### config.mk
export PLATFORM = sky130hd
export DESIGN_NAME = mul_booth_seq
export DESIGN_NICKNAME = d
export VERILOG_FILES = /design/src/rtl/mul_booth_seq.sv
export SDC_FILE = /design/constraint.sdc
export NUM_CORES = 1
export LEC_CHECK = 0
export CAP_MARGIN = 15
export CORE_ASPECT_RATIO = 2
export CORE_MARGIN = 2
export CORE_UTILIZATION = 40
export CTS_CLUSTER_DIAMETER = 120
export DETAILED_ROUTE_END_ITERATION = 8
export PLACE_DENSITY = 0.55
export SKIP_CTS_REPAIR_TIMING = 1
export SYNTH_ARGS = -nofsm -noshare
export SYNTH_HDL_FRONTEND = slang
export SYNTH_SLANG_ARGS = --single-unit
### constraint.sdc
create_clock -name clk -period 7.15 [get_ports clk]
set_input_delay 1.0725 -clock clk [delete_from_list [all_inputs] [get_ports clk]]
set_output_delay 1.0725 -clock clk [all_outputs]
set_load 0.02 [all_outputs]
### src/rtl/mul_booth_seq.sv
// rtl/mul_booth_seq.sv - iterative radix-4 Booth multiplier, signed/unsigned per transaction
// One Booth digit per clock; the multiplicand shifts left and the multiplier right by two each step.
module mul_booth_seq #(
   parameter int A_W = 16,
   parameter int B_W = 16
) (
   input  logic               clk,
   input  logic               rst_n,
   input  logic               in_valid,
   output logic               in_ready,
   input  logic [A_W-1:0]     a,
   input  logic [B_W-1:0]     b,
   input  logic               tc,
   output logic               out_valid,
   input  logic               out_ready,
   output logic [A_W+B_W-1:0] product
);

   localparam int EB    = ((B_W + 1) % 2 == 0) ? (B_W + 1) : (B_W + 2);
   localparam int N     = EB / 2;
   localparam int ACC_W = A_W + EB + 2;
   localparam int CW    = $clog2(N + 1);
   localparam int P_W   = A_W + B_W;

   typedef enum logic [1:0] {IDLE, CALC, DONE} state_t;

   state_t           state_q, state_d;
   logic [CW-1:0]    cnt_q, cnt_d;
   logic [ACC_W-1:0] acc_q, acc_d;
   logic [ACC_W-1:0] m_q, m_d;
   logic [EB:0]      b_q, b_d;
   logic [P_W-1:0]   product_q, product_d;
   logic             out_valid_q, out_valid_d;
   logic [ACC_W-1:0] addend;

   // b_q[2:0] always holds bits {2i+1, 2i, 2i-1} of the extended multiplier
   always_comb begin
      addend = '0;
      unique case (b_q[2:0])
         3'b001, 3'b010: addend = m_q;
         3'b011:         addend = m_q << 1;
         3'b100:         addend = -(m_q << 1);
         3'b101, 3'b110: addend = -m_q;
         default:        addend = '0;
      endcase
   end

   always_comb begin
      state_d     = state_q;
      cnt_d       = cnt_q;
      acc_d       = acc_q;
      m_d         = m_q;
      b_d         = b_q;
      product_d   = product_q;
      out_valid_d = out_valid_q;
      unique case (state_q)
         IDLE: begin
            if (in_valid) begin
               // Zero-extension keeps the top bit of b clear, so unsigned values recode as positive
               m_d     = {{(ACC_W - A_W){tc & a[A_W-1]}}, a};
               b_d     = {{(EB - B_W){tc & b[B_W-1]}}, b, 1'b0};
               acc_d   = '0;
               cnt_d   = '0;
               state_d = CALC;
            end
         end
         CALC: begin
            acc_d = acc_q + addend;
            m_d   = m_q << 2;
            b_d   = b_q >> 2;
            cnt_d = cnt_q + CW'(1);
            if (cnt_q == CW'(N - 1)) begin
               product_d   = acc_d[P_W-1:0];
               out_valid_d = 1'b1;
               state_d     = DONE;
            end
         end
         DONE: begin
            if (out_ready) begin
               out_valid_d = 1'b0;
               state_d     = IDLE;
            end
         end
         default: state_d = IDLE;
      endcase
   end

   always_ff @(posedge clk or negedge rst_n) begin
      if (!rst_n) begin
         state_q     <= IDLE;
         cnt_q       <= '0;
         acc_q       <= '0;
         m_q         <= '0;
         b_q         <= '0;
         product_q   <= '0;
         out_valid_q <= 1'b0;
      end else begin
         state_q     <= state_d;
         cnt_q       <= cnt_d;
         acc_q       <= acc_d;
         m_q         <= m_d;
         b_q         <= b_d;
         product_q   <= product_d;
         out_valid_q <= out_valid_d;
      end
   end

   assign in_ready  = (state_q == IDLE);
   assign out_valid = out_valid_q;
   assign product   = product_q;

endmodule

### Yosys cells after proc, flatten, opt, wreduce, memory -nomap -nowiden

Cells that the tools add are included.
W data, S select, Z words.

| storage, ports and cells | value |
|---|---|
| input port bits | 37 |
| word-level logic and storage cells | 50 |
| register bits | 130 |
| output and inout port bits | 34 |

| operators by class | value |
|---|---|
| mux-type cells | 16 |
| reductions and logical operators | 9 |
| equality and inequality tests | 12 |
| add/subtract/negate cells | 4 |
| bitwise gates (word level) | 2 |

Operators by type and width:

| operator | count |
|---|---|
| $pmux W36 S2 | 2 |
| $pmux W36 S4 | 1 |
| $mux W36 | 2 |
| $neg A36 Y36 | 2 |
| $pmux W19 S2 | 1 |
| $add A36 B36 Y36 | 1 |
| $mux W19 | 1 |
| $eq A3 B3 Y1 const B | 3 |
| $pmux W4 S2 | 1 |
| $eq A3 B2 Y1 const B | 2 |
| $mux W2 | 3 |
| $ne A2 B2 Y1 const B | 3 |
| $pmux W2 S3 | 1 |
| $reduce_and A3 Y1 | 2 |
| $add A4 B1 Y4 const B | 1 |
| $eq A4 B4 Y1 const B | 1 |
| $mux W4 | 1 |
| $reduce_and A2 Y1 | 2 |
| $reduce_bool A2 Y1 | 2 |
| $reduce_or A2 Y1 | 2 |
| $eq A3 B1 Y1 const B | 1 |
| $and A1 B1 Y1 | 2 |
| $eq A2 B1 Y1 const B | 1 |
| $eq A2 B2 Y1 const B | 1 |
| 3 further kinds | 4 |

### Longest topological paths before layout

Gate-level depths: netlist of the first run.

| depth | value |
|---|---|
| word-level depth | 5 |
| depth in mapped cells | 18 |
| depth with buffers taken out | 17 |

### Least setup slack after synthesis of the first run

Ideal clock, no wire load.

| timing path | value |
|---|---|
| path type | reg2reg |
| start | register m_q[2] |
| end | register acc_q[29] |
| data required time | 7.028 ns |
| buffers on the path | 3 |
| stages on the path, launching flop included | 19 |
| slack | 2.865 ns |
| data arrival time | 4.164 ns |
| setup time | 0.122 ns |
| cells stage by stage | dfrtp_1 > clkbuf_1 > nor3_1 > nand3_1 > or2_2 > clkbuf_1 > o31ai_1 > xnor2_1 > a221oi_1 > nor2_1 > ha_1 > clkbuf_1 > and3_1 > and3_1 > and2_1 > a21bo_2 > a31oi_1 > or3_1 > a32o_1 |

| on the way | value |
|---|---|
| cells in the longest elaborated chain, start to end | 4 |
| elaborated cells on any way between the ends | 5 |
| classes of those cells | add/sub (3); mux (2) |

RTL lines:

| element | RTL line | text |
|---|---|---|
| start: declaration | 30 | `logic [ACC_W-1:0] m_q, m_d;` |
| start signal: assignment | 101 | `m_q <= m_d;` |
| $neg A36 Y36, on equally long branches | 43, 42 |  |
| $pmux W36 S4 (*) | 39 | `unique case (b_q[2:0])` |
| $add A36 B36 Y36 (*) | 68 | `acc_d = acc_q + addend;` |
| $pmux W36 S2 (*) | 56 | `unique case (state_q)` |
| end signal: assignment | 92 | `acc_q <= '0;` |
| end signal: assignment | 100 | `acc_q <= acc_d;` |
| end: declaration | 29 | `logic [ACC_W-1:0] acc_q, acc_d;` |

Every way passes the cells marked *; elsewhere a longest branch is shown, timed or not.
A chain may end at the register's enable or synchronous reset.

### Worst setup path after layout of the first run

| timing path | value |
|---|---|
| start | register b_q[0] |
| end | register acc_q[19] |

| on the way | value |
|---|---|
| cells in the longest elaborated chain, start to end | 5 |
| elaborated cells on any way between the ends | 11 |
| classes of those cells | add/sub (1); eq/ne (6); mux (2); reduce/logical (2) |

RTL lines:

| element | RTL line | text |
|---|---|---|
| start: declaration | 31 | `logic [EB:0] b_q, b_d;` |
| start signal: assignment | 94 | `b_q <= '0;` |
| start signal: assignment | 102 | `b_q <= b_d;` |
| $eq A3 B3 Y1 (tied with other cells) | 39 |  |
| $reduce_or A2 Y1 | 39 |  |
| $pmux W36 S4 (*) | 39 |  |
| $add A36 B36 Y36 (*) | 68 |  |
| $pmux W36 S2 (*) | 56 |  |

Marks and branches as above.

==> results of run 1 <==
## power breakdown
group	internal, mW	switching [mW]	leakage [nW]
clock network	0.593	0.345	0.307
registers	0.979	0.331	1.55
logic	1.40	2.04	2.54
total	2.97	2.72	4.40
## per-stage QoR
stage	instances	power, mW
after floorplan	993	3.69
after global placement	1259	4.71
after detailed placement	1259	4.73
after CTS	1291	5.70
after global routing	1291	6.12
final	1291	5.69
## worst paths after layout
kind	start	end	slack, ps	depth (start not counted)
max in group asynchronous	rst_n	state_q[0]	5080	2
worst min register to register	product[11]	product[11]	480	2
worst max register to register	b_q[0]	acc_q[19]	1500	14
min in group asynchronous	rst_n	m_q[29]	670	1
worst min-delay path	product[11]	product[11]	480	2
worst max-delay path	b_q[0]	acc_q[19]	1500	14
## routing by layer
layer / global-route usage (%) / wire length, um / vias up
li1: - / - / 3695
met2: 46.2 / 14800 / 226
met4: 17.6 / 1760 / 0
met1: 26.7 / 10000 / 3767
met5: 0 / 0 / -
met3: 3.68 / 911 / 89
## synthesized netlist by cell type (3+ instances only)
cell       count  area share, %
xnor2_1       43            4.4
or4_1          5           0.44
a211oi_1       8           0.71
a221oi_1      10            1.0
nand4_1       11           0.81
o21bai_1       4           0.35
o22ai_1        3           0.22
and2_1        11           0.81
nor4_1         6           0.44
o21a_1         5           0.44
nand2b_1      11           0.81
nor3b_1        3           0.26
xor2_1        14            1.4
nor2_1        61            2.7
ha_1          34            5.0
or2_2          4           0.29
a221o_1       23            2.7
nor3_1        17            1.0
a31oi_1        9           0.66
o211ai_1       7           0.62
o311ai_0       6           0.62
o31ai_1       10           0.88
a21oi_1       61            3.6
a32o_1         3           0.35
dfrtp_1      121             36
a31o_2         3           0.31
o2111ai_1      6           0.62
and3_1         6           0.44
a21boi_0       5           0.44
clkbuf_1      77            3.4
mux2i_1        6           0.71
and3b_1       28            2.9
or3_1         10           0.73
nor2b_1        4           0.29
a22oi_1       17            1.5
nand2_1      132            5.8
buf_1          5           0.22
a211o_1        5           0.51
nand3_1       18            1.1
mux2_2        11            1.5
a21o_1        19            1.7
o21ai_0       79            4.6
a22o_1        27            2.8
inv_1         12           0.53
## sequential cells by signal, summed over array words and instances, names as in the netlist
name and flops:
state_q 2, b_q 18, cnt_q 4, acc_q 32
product 32, m_q 32, out_valid 1
## cell type report
cell class	instances	share of cell area [%]
clock buffers	18	4.40
clock inverters	14	1.95
inverters	13	0.489
multi-input cells	773	51.4
flip-flops and latches	121	30.4
well taps	269	3.38
repair buffers	83	7.98
## worst reg2reg max path: stages (launching register included)
cell	delay (ps)
dfrtp_1	980
inv_1	380
nor2_1	620
nand2b_1	410
o21ai_0	150
and2_1	140
a221o_1	110
ha_1	270
a2111oi_0	390
o21ai_0	250
a41oi_1	430
o21ai_0	240
a211oi_1	570
o21ai_0	240
a221o_1	330
## layout by cell type, fill, tap and decap left out, types with 12 or more instances in the layout
| cell | n |
|---|---|
| nand2_1 | 132 |
| dfrtp_1 | 120 |
| o21ai_0 | 79 |
| clkdlybuf4s50_1 | 69 |
| a21oi_1 | 61 |
| nor2_1 | 60 |
| xnor2_1 | 43 |
| ha_1 | 34 |
| and3b_1 | 28 |
| a22o_1 | 27 |
| a221o_1 | 23 |
| a21o_1 | 19 |
| nand3_1 | 18 |
| nor3_1 | 17 |
| a22oi_1 | 17 |
| clkbuf_16 | 17 |
| buf_4 | 14 |
| xor2_1 | 13 |
| inv_1 | 12 |
## cells by family (layout without fill, tap and decap cells)
kind of cell | count (synthesis) | in the layout | share of synthesized area [%]
AND/OR/NAND/NOR | 337 | 337 | 20.0
AO/OA/AOI/OAI | 327 | 327 | 26.6
flip-flops | 121 | 121 | 35.6
buffers and inverters | 99 | 128 | 4.57
XOR/XNOR | 57 | 57 | 5.86
adder cells (fa/ha/maj) | 35 | 35 | 5.23
multiplexers | 17 | 17 | 2.16
==> reports/metrics.cfg, run 1 <==
[cells_and_area]
area_growth_pct=17.1
multiInputGateArea_sq_um=5130
post-route-util_pct=47.6
regArea_sq_um=3030
filler_cell_count=2044
antenna_cells=0
stdcell_area_sq_um=9970
layout-drive-gt1-share_pct=7.44
fin_nets=1081

[placement]
dp_hpwl_um=19800
port_buffers=70
place_congestion=0.954
placed_cell_area_sq_um=9340
dp_slack_ps=1640

[floorplan]
start_util_pct=40.7
ioPinCount=71
die_x_um=107
die_y_um=210
num_rows=75
dieArea_sq_um=22500
fp.coreArea_sq_um=20900

[timing]
relSlewSlack_pct=32.2
finalSetupTns_ps=0
skew_ps=10.0
final_max_slew_viol_count=0
setup_ws_ps=1500
fin_crit_sh_pct=79.0
finalCriticalPeriod_ps=5650
finalHoldViolations=0
worst_pin_slew_ps=1000
clock.fmax_ghz=0.177
rsz0062_at_grt=no
whs_ps=477
setup_viol_count_final=0

[synthesis]
synth-edff-count=0
avgSynthCellArea_sq_um=8.58
synth-main-ff-cell=dfrtp_1
synth_area_sq_um=8520
ys_ff_latch=121
syn-num-nets=1065
synth_warnings=0
synth.distinct_cells=68
async_flop_share_pct=100
yosysSeqAreaShare_pct=35.6
syn_inst=993

[drt]
final_antenna_net_count=0
vias=7777
wl_um=27400
drt_first_iter_violations=436
routedWlPerCell_um=21.3
first_pass_iters=5
via_per_inst=6.02
drc_errors=0

[global_routing]
grt_usage_pct=25.6
grt_pass1_wl_um=43600
grt_pass1_vias=7965
antenna_found_initial=0
grt.overflow.total=0
grt_max_degree=84

[worst_setup_path]
cp_cell_sequence=inv_1, nor2_1, nand2b_1, o21ai_0, and2_1, a221o_1, ha_1, a2111oi_0, o21ai_0, a41oi_1, o21ai_0, a211oi_1, o21ai_0, a221o_1
cp_slowest_cell=dfrtp_1
crit_type=reg2reg
start_kind=register
crit_fanout=25
slowest_delay_ps=980
cp_top_family=compound AO/OA/AOI/OAI gates
worstPathRequired_ps=7480
end_kind=register
path_common_cell=o21ai_0
worstPathArrival_ps=5970
critPathBufInv=1

[cts]
cts_max_level=4
cts_buffers=17
path_clk_slew_ps=60
cts_tree=done
cts.sinks=121
clockBufferDepth=2
cts-root-buf=clkbuf_16
clk_latency_ps=450

[power]
p_leak_nw=4.40
max-vdd-ir-drop_v=0.000278
p_per_area_nw_per_um2=571

[outcome]
status=complete, no violations

[worst_hold_path]
hp-class=reg2reg

[run]
maxCapViolCount=0

(Power assumes the default switching activity.)
==> run 2: changes to the inputs <==
--- a/config.mk
+++ b/config.mk
@@ -11,7 +11,7 @@
 export CORE_UTILIZATION = 40
 export CTS_CLUSTER_DIAMETER = 120
 export DETAILED_ROUTE_END_ITERATION = 8
-export PLACE_DENSITY = 0.55
+export PLACE_DENSITY = 0.57
 export SKIP_CTS_REPAIR_TIMING = 1
 export SYNTH_ARGS = -nofsm -noshare
 export SYNTH_HDL_FRONTEND = slang
==> constraint.sdc (replaced) <==
create_clock -name clk -period 5.17 [get_ports clk]
set_input_delay 0.7755 -clock clk [delete_from_list [all_inputs] [get_ports clk]]
set_output_delay 0.7755 -clock clk [all_outputs]
set_load 0.02 [all_outputs]
==> run 2 against run 1 <==
Effect of this change:
- first-iteration DRC count fell by 13%
- via count rose by 1.3%
- largest cell class unchanged
- hold slack got worse by 150 ps
- critical path depth rose by 3
- non-clock buffer count rose by 30
- flip-flop and latch count did not move
- die area did not move
==> reports/metrics.cfg, run 2 (synthesis results as in run 1) <==
[outcome]
status=complete, no violations

[drt]
vias=7880
dr_wl_met3_um=765
via_per_inst=5.97
top_layer=met4
wl_met1_um=9850
wl_met2_um=13700
final_antenna_net_count=0
routedWlPerCell_um=20.3
drc_errors=0
wl_um=26800
first_pass_iters=5
drt_first_iter_violations=378

[timing]
finalHoldViolations=0
rsz0062_at_grt=no
setup_viol_count_final=0
skew_ps=12.4
final_max_slew_viol_count=0
finalCriticalPeriod_ps=4720
fin_crit_sh_pct=91.3
clock.fmax_ghz=0.212
worst_pin_slew_ps=1030
finalSetupTns_ps=0
relSlewSlack_pct=30.8
setup_ws_ps=451

[global_routing]
grt.overflow.total=0
grt_pass1_wl_um=42900
grt_usage_pct=24.9
antenna_found_initial=0
grt_max_degree=84
grt_pass1_vias=7981

[power]
p_leak_nw=4.54
sw_frac_of_total_pct=47.2
p_seq_share_pct=22.4
p_int_mw=4.22
max-vdd-ir-drop_v=0.000311
combPwrFrac_pct=61.5
finalPower_mw=7.99
clkPwrFrac_pct=16.2
p_per_area_nw_per_um2=785
p_sw_mw=3.77

[placement]
placed_cell_area_sq_um=9560
dp_slack_ps=333
place_congestion=0.989
dp_hpwl_um=19700
port_buffers=70

[cells_and_area]
post-route-util_pct=48.7
antenna_cells=0
fin_nets=1111
layout_common_cells=nand2_1 (132), dfrtp_1 (120), o21ai_0 (79)
stdcell_area_sq_um=10200
area_growth_pct=19.6
layout_commonest_cell=nand2_1
layout-drive-gt1-share_pct=9.98

[worst_hold_path]
hp-class=in2async

[floorplan]
fp.coreArea_sq_um=20900
num_rows=75
die_y_um=210
start_util_pct=40.7
die_x_um=107
ioPinCount=71
dieArea_sq_um=22500

[worst_setup_path]
crit_fanout=9
start_kind=register
worstPathRequired_ps=5540
rrSetupSlack_ps=450
worstPathArrival_ps=5090
end_kind=register
crit_type=reg2reg

[cts]
cts_tree=done
path_clk_slew_ps=60
cts_buffers=17
cts.sinks=121
cts-root-buf=clkbuf_16
clockBufferDepth=2
clk_latency_ps=440
cts_max_level=4

[run]
maxCapViolCount=0

## run 2: worst paths after layout
path | from | end | depth (start not counted)
max in group asynchronous | rst_n | state_q[0] | 2
setup reg to reg | m_q[5] | acc_q[28] | 17
hold / removal | rst_n | b_q[14] | 1
setup / recovery | m_q[5] | acc_q[28] | 17
min in group clk | product[11] | product[11] | 2
hold reg to reg | product[11] | product[11] | 2
## run 2: metrics by stage
stage	std cells	hold WS, ps
5_1_grt	1321	383
3_3_place_gp	1289	462
6_report	1321	328
4_1_cts	1321	339
2_1_floorplan	993	450
3_5_place_dp	1289	461
## run 2: critical path, stage by stage, from the launching register on
cell and delay [ps]:
dfrtp_1 480, nor4_1 630, nand3_1 200, buf_4 200
o31ai_1 250, xnor2_1 140, a22oi_1 210, nor2_1 60
a221o_1 330, ha_1 460, nand2_1 110, nor3_1 170
o311ai_0 180, buf_4 180, a311oi_1 370, o2111ai_1 280
a211o_1 350, nand3_1 60
## run 2: final cells by class
class	instances	area (sq um)
fill	2043	10700
multi-input combinational	773	5130
sequential	121	3030
timing repair buffer	113	1020
clock buffer	18	429
tap	269	337
clock inverter	14	196
inverter	13	48.8
## run 2: power by group through the flow
stage | registers (mW) | clock network (mW) | logic (mW)
global route | 1.85 | 1.35 | 5.41
CTS | 1.79 | 1.32 | 4.90
global placement | 1.79 | 0 | 4.84
finish | 1.79 | 1.29 | 4.91
detailed placement | 1.80 | 0 | 4.87
floorplan | 1.68 | 0 | 3.43
## run 2: layer usage
metal	track usage, %	vias to the layer above
li1	-	3754
met1	26.4	3818
met2	42.0	216
met3	3.56	92
met4	22.0	0
met5	0	-
==> run 3: changes to the inputs <==
--- a/config.mk
+++ b/config.mk
@@ -12,7 +12,9 @@
 export CTS_CLUSTER_DIAMETER = 120
 export DETAILED_ROUTE_END_ITERATION = 8
 export PLACE_DENSITY = 0.57
+export RECOVER_POWER = 25
 export SKIP_CTS_REPAIR_TIMING = 1
+export SKIP_LAST_GASP = 1
 export SYNTH_ARGS = -nofsm -noshare
 export SYNTH_HDL_FRONTEND = slang
 export SYNTH_SLANG_ARGS = --single-unit
==> run 3 against run 2 <==
Effect of this change:
- the run now ends with max-capacitance violations, max-slew violations left
- sequential power barely moved
- flip-flop and latch count did not move
- global-route usage did not move
- hold slack improved by 150 ps
- sequential share of layout area barely moved
- die area did not move
- utilization barely moved
- count of clock-buffer cells in the layout did not move
- via count fell by 0.28%
- critical endpoint is now product[22]
- largest power group unchanged
- highest routed layer unchanged
==> reports/metrics.cfg, run 3 (synthesis results as in run 1) <==
[timing]
worst_pin_slew_ps=2390
final_max_slew_viol_count=75
setup_ws_ps=452
finalHoldViolations=0
rsz0062_at_grt=no
fin_crit_sh_pct=91.3
skew_ps=11.8
whs_ps=476
setup_viol_count_final=0
finalCriticalPeriod_ps=4720
relSlewSlack_pct=-59.1
clock.fmax_ghz=0.212
finalSetupTns_ps=0

[cells_and_area]
antenna_cells=0
instances_no_fill=1321
fin_nets=1111
area_growth_pct=19.5
layout_commonest_cell=nand2_1
layout_common_cells=nand2_1 (132), dfrtp_1 (120), o21ai_0 (79)
stdcell_area_sq_um=10200
layout-drive-gt1-share_pct=9.79
post-route-util_pct=48.6

[worst_setup_path]
cp_slowest_cell=nor4_1
cp_cell_sequence=nor4_1, nand3_1, buf_4, o31ai_1, xnor2_1, a22oi_1, nor2_1, a221o_1, ha_1, nand2_1, nor3_1, o311ai_0, buf_4, a311o_1, and2_1, xnor2_1, mux2_2
start_kind=register
slowest_delay_ps=630
crit_fanout=9
cp_top_family=simple AND/OR/NAND/NOR gates
critPathBufInv=2
worstPathArrival_ps=5040
crit_type=reg2reg
end_kind=register
worstPathRequired_ps=5490

[floorplan]
fp.coreArea_sq_um=20900
die_x_um=107
die_y_um=210
start_util_pct=40.7
ioPinCount=71
num_rows=75
dieArea_sq_um=22500

[cts]
cts.sinks=121
cts_buffers=17
cts_max_level=4
path_clk_slew_ps=60
clk_latency_ps=440
clockBufferDepth=2
cts-root-buf=clkbuf_16
cts_tree=done

[outcome]
status=finished with violations
violations=max-capacitance violations, max-slew violations

[placement]
dp_hpwl_um=19700
placed_cell_area_sq_um=9560
dp_slack_ps=333
dp_cells=1289
port_buffers=70
place_congestion=0.989

[drt]
wl_um=26700
routedWlPerCell_um=20.2
drc_errors=0
drt_first_iter_violations=379
vias=7858
first_pass_iters=5
final_antenna_net_count=0
via_per_inst=5.95

[power]
p_per_area_nw_per_um2=785
finalPower_mw=7.99
max-vdd-ir-drop_v=0.000311
p_leak_nw=4.53

[run]
maxCapViolCount=2

[global_routing]
grt_pass1_wl_um=42900
grt_pass1_vias=7981
grt_usage_pct=24.9
grt_max_degree=84
grt.overflow.total=0
antenna_found_initial=0

[worst_hold_path]
hp-class=reg2reg

-- run 3: final timing paths --
path	from	slack (ps)	cells after the start	endpoint
min in group asynchronous	rst_n	1060	1	b_q[14]
hold reg to reg	product[11]	480	2	product[11]
max in group asynchronous	rst_n	1650	2	product[26]
setup / recovery	m_q[5]	450	17	product[22]
setup reg to reg	m_q[5]	450	17	product[22]
hold / removal	product[11]	480	2	product[11]
-- run 3: worst register-to-register path, cell delays in order, from the launching register on --
cell      delay [ps]
dfrtp_1          480
nor4_1           630
nand3_1          200
buf_4            200
o31ai_1          250
xnor2_1          140
a22oi_1          210
nor2_1            60
a221o_1          330
ha_1             460
nand2_1          120
nor3_1           170
o311ai_0         180
buf_4            180
a311o_1          350
and2_1           230
xnor2_1          160
mux2_2           270
-- run 3: per-layer routing --
metal / GRT usage, % / part of all wire (%) / wire length, um
met5: 0 / 0 / 0
met4: 22.0 / 9.4 / 2510
met3: 3.56 / 2.9 / 786
met2: 42.0 / 51 / 13600
met1: 26.4 / 37 / 9840
-- run 3: power by group --
group          total, mW  internal (mW)  switching (mW)
sequential          1.79           1.35           0.432
clock               1.29          0.809           0.483
combinational       4.91           2.06            2.86
-- run 3: final cells by class --
cell class,instances,area [sq um]
clock buffer,18,429
multi-input combinational,773,5130
timing repair buffer,113,1010
tap,269,337
fill,2045,10700
sequential,121,3030
inverter,13,48.8
clock inverter,14,196
==> patch (settings of run 3) <==
Change the parameter `A_W` from 16 to 32.
--- a/src/rtl/mul_booth_seq.sv
+++ b/src/rtl/mul_booth_seq.sv
@@ -1,7 +1,7 @@
 // rtl/mul_booth_seq.sv - iterative radix-4 Booth multiplier, signed/unsigned per transaction
 // One Booth digit per clock; the multiplicand shifts left and the multiplier right by two each step.
 module mul_booth_seq #(
-   parameter int A_W = 16,
+   parameter int A_W = 32,
    parameter int B_W = 16
 ) (
    input  logic               clk,
Interface: changed (resized a and product); port bits go from 71 to 103. The function was not compared with the original's and may differ.
==> patch against run 3 <==
  * Sequential cell count grew 48
  * Worst setup slack lost 0.28 ns
  * Critical path type unchanged
  * Cell area rose by 48%
  * The run still ends with max-capacitance violations, max-slew violations left
  * Critical endpoint is now product[46]$_DFFE_PN0P_
  * Maximum frequency fell by 5.5%
  * Sequential share of layout area decreased by 1.6 points
  * Wire length rose by 57%
  * Area after synthesis grew 42%
  * Highest routed layer unchanged
  * Power increased by 51%
==> patch: results (changes against run 3) <==
Run status
  – Status: complete, but fails checks
  – Failing checks: max-capacitance violations, max-slew violations

Global routing
  – GR Layer Usage met3: 3.41% (-0.15 points)
  – First-pass GRT wire length: 66.4 mm (+55%)
  – GR Util met2: 46.3% (+4.3 points)
  – Tot GR Track Use: 26.8% (+1.9 points)

Place
  – Setup slack at placement: -0.217 ns (-0.550 ns)
  – DP HPWL: 30.9 mm (+57%)
  – Final GP Congestion: 0.928 (-6.2%)

Timing
  – Tightest Pin Transition: 3.65 ns (+1.27 ns)
  – Slew Limit Fails: 75 (unchanged)

Critical path
  – Slowest stage cell, crit path: or4_4
  – Register-to-Register Setup Slack: 0.17 ns (-0.28 ns)
  – Critical Path Max Stage Delay: 0.55 ns (-0.08 ns)
  – Reg2Reg Depth: 16 (-1)
  – R2r endpoint: product[46]$_DFFE_PN0P_

Drt
  – WL final: 41.9 mm (+57%)
  – Met1 WL: 16.8 mm (+71%)
  – DR WL met3: 1.42 mm (+81%)
  – Violation count after the first detailed-routing iteration: 770 (+100%)
  – Vias per cell: 5.84 (-1.8%)
  – Routed wl met2: 21.2 mm (+56%)

Synthesis
  – Area contributors post-synth: dfrtp_1 (35%), nand2_1 (8.0%), o21ai_0 (5.5%), ha_1 (5.2%), a21oi_1 (5.1%)
  – Top post-synthesis cells by count: nand2_1 (256), dfrtp_1 (169), o21ai_0 (133), a21oi_1 (122), clkbuf_1 (117)
  – Post-Synth XOR/XNOR Area: 6.96% (+1.1 points)
  – Post-Synth Adder-Cell Area: 5.35% (+0.12 points)
  – Synth Area in Compound Gates: 25.1% (-1.5 points)
  – Share of the yosys chip area belonging to registers: 35.0% (-0.54 points)
  – Mux cell area share after synthesis: 1.92% (-0.24 points)

Power
  – P_int: 6.34 mW (+50%)
  – Worst vdd ir: 0.344 mV (+11%)

Run
  – Max cap viols: 1 (-1)
## patch: changes by cell type after synthesis, sizes merged, moves of 11 or more
cell / run 3 / this run
a21oi: 61 / 122
a22o: 27 / 44
and3b: 28 / 44
clkbuf: 77 / 120
dfrtp: 121 / 169
ha: 34 / 50
inv: 12 / 23
nand2: 132 / 256
nor2: 61 / 84
o21ai: 79 / 133
xor2: 14 / 43
## patch: area by class of cell
class,count,area (µm²)
clock buffer,18,429
clock inverter,13,145
fill,2886,14900
inverter,24,90.1
multi-input combinational,1151,7430
sequential,169,4230
tap,368,460
timing repair buffer,259,2250
## patch: through the flow
step           hold slack (ns)  util, %  area (µm²)
2_1_floorplan            0.450        -       12100
3_3_place_gp             0.460     47.5       14200
3_5_place_dp             0.462     47.5       14200
4_1_cts                  0.371     49.4       14800
5_1_grt                  0.498     50.2       15000
6_report                 0.474     50.2       15000
## patch: how the worst max path moves through the flow
stage,cells after the start,end,slack (ns)
global route,21,product[44]$_DFFE_PN0P_,-0.02
CTS,14,product[40]$_DFFE_PN0P_,-0.21
detailed placement,14,product[40]$_DFFE_PN0P_,-0.22
global placement,14,product[40]$_DFFE_PN0P_,-0.16
floorplan,20,product[45]$_DFFE_PN0P_,0.40
finish,16,product[46]$_DFFE_PN0P_,0.17
## patch: power by group through the flow
stage	sequential, mW	combinational, mW	clock, mW
3_5_place_dp	2.48	8.01	0
2_1_floorplan	2.38	5.03	0
6_report	2.47	8.27	1.30
5_1_grt	2.56	9.06	1.37
3_3_place_gp	2.47	7.92	0
4_1_cts	2.47	8.03	1.33
## patch: worst reg2reg max path, delay by kind of cell, from the launching register on
family	cells	cell delay (ns)
and+or+nand+nor	8	2.78
AOI/OAI and AO/OA	4	0.74
adders and majority gates	1	0.42
DFF	1	0.38
xor gates and xnor gates	2	0.30
muxes	1	0.27
